File: config.mk
export PLATFORM = sky130hd
export DESIGN_NAME = handshake_const_check
export DESIGN_NICKNAME = d
export VERILOG_FILES = /design/src/rtl/handshake_const_check.sv
export SDC_FILE = /design/constraint.sdc
export NUM_CORES = 1
export LEC_CHECK = 0
export CORE_UTILIZATION = 30
export DETAILED_ROUTE_END_ITERATION = 8
export PLACE_DENSITY = 0.8
export SETUP_SLACK_MARGIN = 0.3
export SLEW_MARGIN = 20
export SYNTH_ARGS = -nofsm -noshare
export SYNTH_HDL_FRONTEND = slang
export SYNTH_SLANG_ARGS = --single-unit
File: constraint.sdc
create_clock -name clk -period 2 [get_ports clk]
set_input_delay 0.2 -clock clk [delete_from_list [all_inputs] [get_ports clk]]
set_output_delay 0.2 -clock clk [all_outputs]
set_load 0.02 [all_outputs]
File: src/rtl/handshake_const_check.sv
// Sink that compares each accepted token to CONST_VALUE and queues a 1-bit match flag.
// Optional token/mismatch saturating counters: define HANDSHAKE_CONST_CHECK_STATS_EN.
module handshake_const_check #(
  parameter int DATA_WIDTH  = 32,
  parameter     CONST_VALUE = 32'h00000025,
  parameter int DEPTH       = 2,
  parameter int CNT_WIDTH   = 16
) (
  input  logic                  clk,
  input  logic                  rst,
  input  logic [DATA_WIDTH-1:0] ins,
  input  logic                  ins_valid,
  output logic                  ins_ready,
  output logic                  outs,
  output logic                  outs_valid,
  input  logic                  outs_ready,
  output logic                  mismatch_seen
`ifdef HANDSHAKE_CONST_CHECK_STATS_EN
  ,
  output logic [CNT_WIDTH-1:0]  mismatch_cnt,
  output logic [CNT_WIDTH-1:0]  token_cnt
`endif
);

  localparam int PTR_W = (DEPTH > 1) ? $clog2(DEPTH) : 1;
  localparam logic [DATA_WIDTH-1:0] CMP_VAL = DATA_WIDTH'(CONST_VALUE);
  localparam logic [PTR_W:0] FULL = (PTR_W+1)'(DEPTH);

  logic [DEPTH-1:0] mem_q, mem_d;
  logic [PTR_W-1:0] wr_ptr_q, wr_ptr_d, rd_ptr_q, rd_ptr_d;
  logic [PTR_W:0]   occ_q, occ_d;
  logic             mismatch_seen_q, mismatch_seen_d;
  logic             push, pop, match;

  // Ready depends only on registered occupancy, so a pop never frees a slot same-cycle.
  assign ins_ready     = (occ_q != FULL);
  assign outs_valid    = (occ_q != '0);
  assign outs          = outs_valid ? mem_q[rd_ptr_q] : 1'b0;
  assign mismatch_seen = mismatch_seen_q;

  assign match = (ins == CMP_VAL);
  assign push  = ins_valid && ins_ready;
  assign pop   = outs_valid && outs_ready;

  always_comb begin
    mem_d           = mem_q;
    wr_ptr_d        = wr_ptr_q;
    rd_ptr_d        = rd_ptr_q;
    occ_d           = occ_q;
    mismatch_seen_d = mismatch_seen_q;
    if (push) begin
      mem_d[wr_ptr_q] = match;
      wr_ptr_d        = wr_ptr_q + PTR_W'(1);
      if (!match) mismatch_seen_d = 1'b1;
    end
    if (pop) rd_ptr_d = rd_ptr_q + PTR_W'(1);
    case ({push, pop})
      2'b10:   occ_d = occ_q + (PTR_W+1)'(1);
      2'b01:   occ_d = occ_q - (PTR_W+1)'(1);
      default: occ_d = occ_q;
    endcase
  end

  always_ff @(posedge clk or negedge rst) begin
    if (!rst) begin
      mem_q           <= '0;
      wr_ptr_q        <= '0;
      rd_ptr_q        <= '0;
      occ_q           <= '0;
      mismatch_seen_q <= 1'b0;
    end else begin
      mem_q           <= mem_d;
      wr_ptr_q        <= wr_ptr_d;
      rd_ptr_q        <= rd_ptr_d;
      occ_q           <= occ_d;
      mismatch_seen_q <= mismatch_seen_d;
    end
  end

`ifdef HANDSHAKE_CONST_CHECK_STATS_EN
  logic [CNT_WIDTH-1:0] token_cnt_q, token_cnt_d, mismatch_cnt_q, mismatch_cnt_d;

  // Counters stick at all-ones instead of wrapping.
  always_comb begin
    token_cnt_d    = token_cnt_q;
    mismatch_cnt_d = mismatch_cnt_q;
    if (push && (token_cnt_q != '1)) token_cnt_d = token_cnt_q + CNT_WIDTH'(1);
    if (push && !match && (mismatch_cnt_q != '1)) mismatch_cnt_d = mismatch_cnt_q + CNT_WIDTH'(1);
  end

  always_ff @(posedge clk or negedge rst) begin
    if (!rst) begin
      token_cnt_q    <= '0;
      mismatch_cnt_q <= '0;
    end else begin
      token_cnt_q    <= token_cnt_d;
      mismatch_cnt_q <= mismatch_cnt_d;
    end
  end

  assign token_cnt    = token_cnt_q;
  assign mismatch_cnt = mismatch_cnt_q;
`endif

endmodule
==> flow_summary.json <==
{
  "outcome": "finished, final reports clean",
  "seq_area_frac_synth_pct": 41.42,
  "routed-via-count": 442,
  "antenna_found_initial": 0,
  "final-hold-violation-count": 0,
  "crit_cells": 3,
  "ir_worst_vdd_mv": 0.5308,
  "rsz0062_at_grt": "false",
  "grt_max_degree": 8,
  "grt_pass1_vias": 466,
  "synth_xor_area_share_pct": 10.36,
  "antenna_cells": 0,
  "path_clk_slew_ns": 0.05,
  "power.density_nw_per_um2": 781.5,
  "path_delay_family": "buffers and inverters",
  "cts_root_buf": "clkbuf_4",
  "setup.worst_path.end": "outs_valid",
  "cp.arrival_ns": 1.42,
  "postSynthAreaPerCell_um2": 11.43,
  "coreArea_um2": 1301,
  "synth_cell_type_count": 20,
  "path_max_fanout": 4,
  "synth_area_um2": 422.9,
  "yosysWarnings": 0,
  "r2r_slack_ns": 0.51,
  "synth_fa_ha_area_share_pct": 2.959,
  "max-cap-violations": 0,
  "p_total_w": 0.0006747,
  "hold_buffers": 0,
  "relSlewSlack_pct": 79.36,
  "die_height_um": 39.55,
  "dieArea_um2": 1564,
  "grt_pass1_wl_mm": 1.752,
  "hp-class": "input pin to asynchronous set/reset pin",
  "vias_per_cell": 4.653,
  "antenna_left": 0,
  "io-pin-count": 40,
  "rr_worst_depth": 6,
  "route.met2.wl_um": 604,
  "synth_cells": 37,
  "cts_tree": "done",
  "hpwl_mm": 1.037,
  "drt_iter0_markers": 0,
  "skew_ns": 0.003779,
  "crit_start": "occ_q[0]",
  "clk_latency_ns": 0.25,
  "wl_met1_um": 431,
  "required_ns": 1.80,
  "grt_use_total_pct": 17.14,
  "fin_crit_sh_pct": 80.93,
  "die_w_um": 39.55,
  "synth-seq-cells": 7,
  "finalMaxSlewViolations": 0,
  "fillers": 108,
  "syn_nets": 74,
  "cts_max_path_buffers": 2,
  "row_count": 13,
  "start_kind": "register",
  "wl_mm": 1.117,
  "fmax_ghz": 0.6178,
  "synth_top_family_by_area": "simple AND/OR/NAND/NOR gates",
  "wire_per_inst_um": 11.76,
  "place_congestion": 0.6837,
  "drive_gt1_share_pct": 12.50,
  "setup_viol": 0,
  "synthSimpleGateAreaFrac_pct": 32.54,
  "path_buf_inv": 2,
  "r2r_start": "occ_q[0]",
  "synth-compound-area-share_pct": 6.805,
  "wl_met3_um": 69,
  "end_kind": "primary output",
  "r2r_end": "occ_q[1]",
  "min_period_ns": 1.619,
  "cts.sinks": 7,
  "worstSetupPathType": "register to primary output",
  "grt-ovfl-total": 0,
  "drc": 0,
  "numCtsBuffers": 3,
  "worst_pin_slew_ns": 0.3087,
  "syn_to_final_growth_pct": 104.1,
  "drt_pass1_iterations": 1,
  "path_cells": "nor2_1 -> inv_1 -> clkdlybuf4s50_1",
  "max_stage_delay_ns": 0.53,
  "crit_path_top_delay_cell": "clkdlybuf4s50_1",
  "tns_ns": 0,
  "top_layer_used": "met4",
  "port_buffers": 39,
  "leakage_nw": 0.3539,
  "synthMuxAreaShare_pct": 5.030,
  "start_util_pct": 32.50,
  "final_net_count": 118,
  "final_util_pct": 66.35,
  "htree_levels": 1
}
## where the power goes
group | switching (W) | internal (W) | total (W)
Sequential | 0.0000495 | 0.000188 | 0.000237
Combinational | 0.000123 | 0.000186 | 0.000310
Clock | 0.0000515 | 0.0000761 | 0.000128
## through the flow
stage          cells  instance area [um2]  setup slack, ns  hold WS, ns
3_5_place_dp      91                832.0           0.4896       0.4783
6_report          95                863.3           0.3814       0.1995
3_3_place_gp      91                832.0           0.5067       0.4727
2_1_floorplan     37                422.9           0.5085     -0.09559
4_1_cts           95                858.3           0.3042       0.2042
5_1_grt           95                863.3           0.3315       0.2146
## what timing repair did
item                                    CTS  global route
buffers inserted                          0             0
endpoints found under the setup margin    0             2
resized for setup                         0             2
## layout make-up
class | instances | area, um2 | share of cell area [%]
timing repair buffer | 39 | 395.4 | 45.80
sequential | 7 | 175.2 | 20.29
multi-input combinational | 29 | 244.0 | 28.26
clock buffer | 4 | 26.28 | 3.043
inverter | 1 | 3.754 | 0.4348
tap | 15 | 18.77 | 2.174
## how the worst min path moves through the flow
| stage | slack (ns) | from | endpoint | cells after the start |
|---|---|---|---|---|
| after floorplan | -0.1 | rst | mem_q[0] | 0 |
| after global placement | 0.47 | occ_q[1] | occ_q[1] | 1 |
| after detailed placement | 0.48 | rst | rd_ptr_q | 1 |
| after CTS | 0.20 | rst | rd_ptr_q | 1 |
| after global routing | 0.21 | rst | rd_ptr_q | 1 |
| final | 0.20 | rst | rd_ptr_q | 1 |
## Yosys cell counts
cell      count  area (um2)
dfrtp_1       7       175.2
o21ai_1       1       5.000
nor4_1        2       12.51
mux2_1        1       11.26
mux2i_1       1       10.01
o21bai_1      1       7.510
inv_1         1       3.750
nor4bb_1      1       10.01
or2b_4        1       11.26
xor2_1        2       17.52
nor4b_1       1       8.760
nand3_1       1       5.000
xnor2_1       3       26.28
nor2_1        4       15.01
o41ai_2       1       16.27
and2_1        1       6.260
nand4_1       2       12.51
nand2_2       1       6.260
nor4_2        4       50.05
ha_1          1       12.51
## logic make-up (layout without fill, tap and decap cells)
family | after synthesis | in the layout
DFF | 7 | 7
muxes | 2 | 2
AOI/OAI and AO/OA | 3 | 3
buffers and inverters | 1 | 44
and+or+nand+nor | 18 | 18
xor gates and xnor gates | 5 | 5
adders and majority gates | 1 | 1
## state kept, by name (all words and copies together), names as in the netlist
register       flops
mem_q              2
mismatch_seen      1
occ_q              2
rd_ptr_q           1
wr_ptr_q           1
## per-layer routing
layer | track usage, % | up-vias
met3 | 5.114 | 2
met4 | 5.172 | 0
li1 | - | 226
met5 | 0 | -
met1 | 16.90 | 196
met2 | 33.20 | 18
## layout by cell type (no fill, tap or decap), drive strengths merged
cell type,Yosys,final
nor4,6,6
o21bai,1,1
nor4bb,1,1
xor2,2,2
dfrtp,7,7
dlymetal6s2s,0,2
mux2i,1,1
nand4,2,2
clkbuf,0,4
o41ai,1,1
ha,1,1
nor4b,1,1
xnor2,3,3
nor2,4,4
nand2,1,1
or2b,1,1
mux2,1,1
inv,1,1
nand3,1,1
and2,1,1
clkdlybuf4s50,0,37
o21ai,1,1
(Power assumes the default switching activity.)
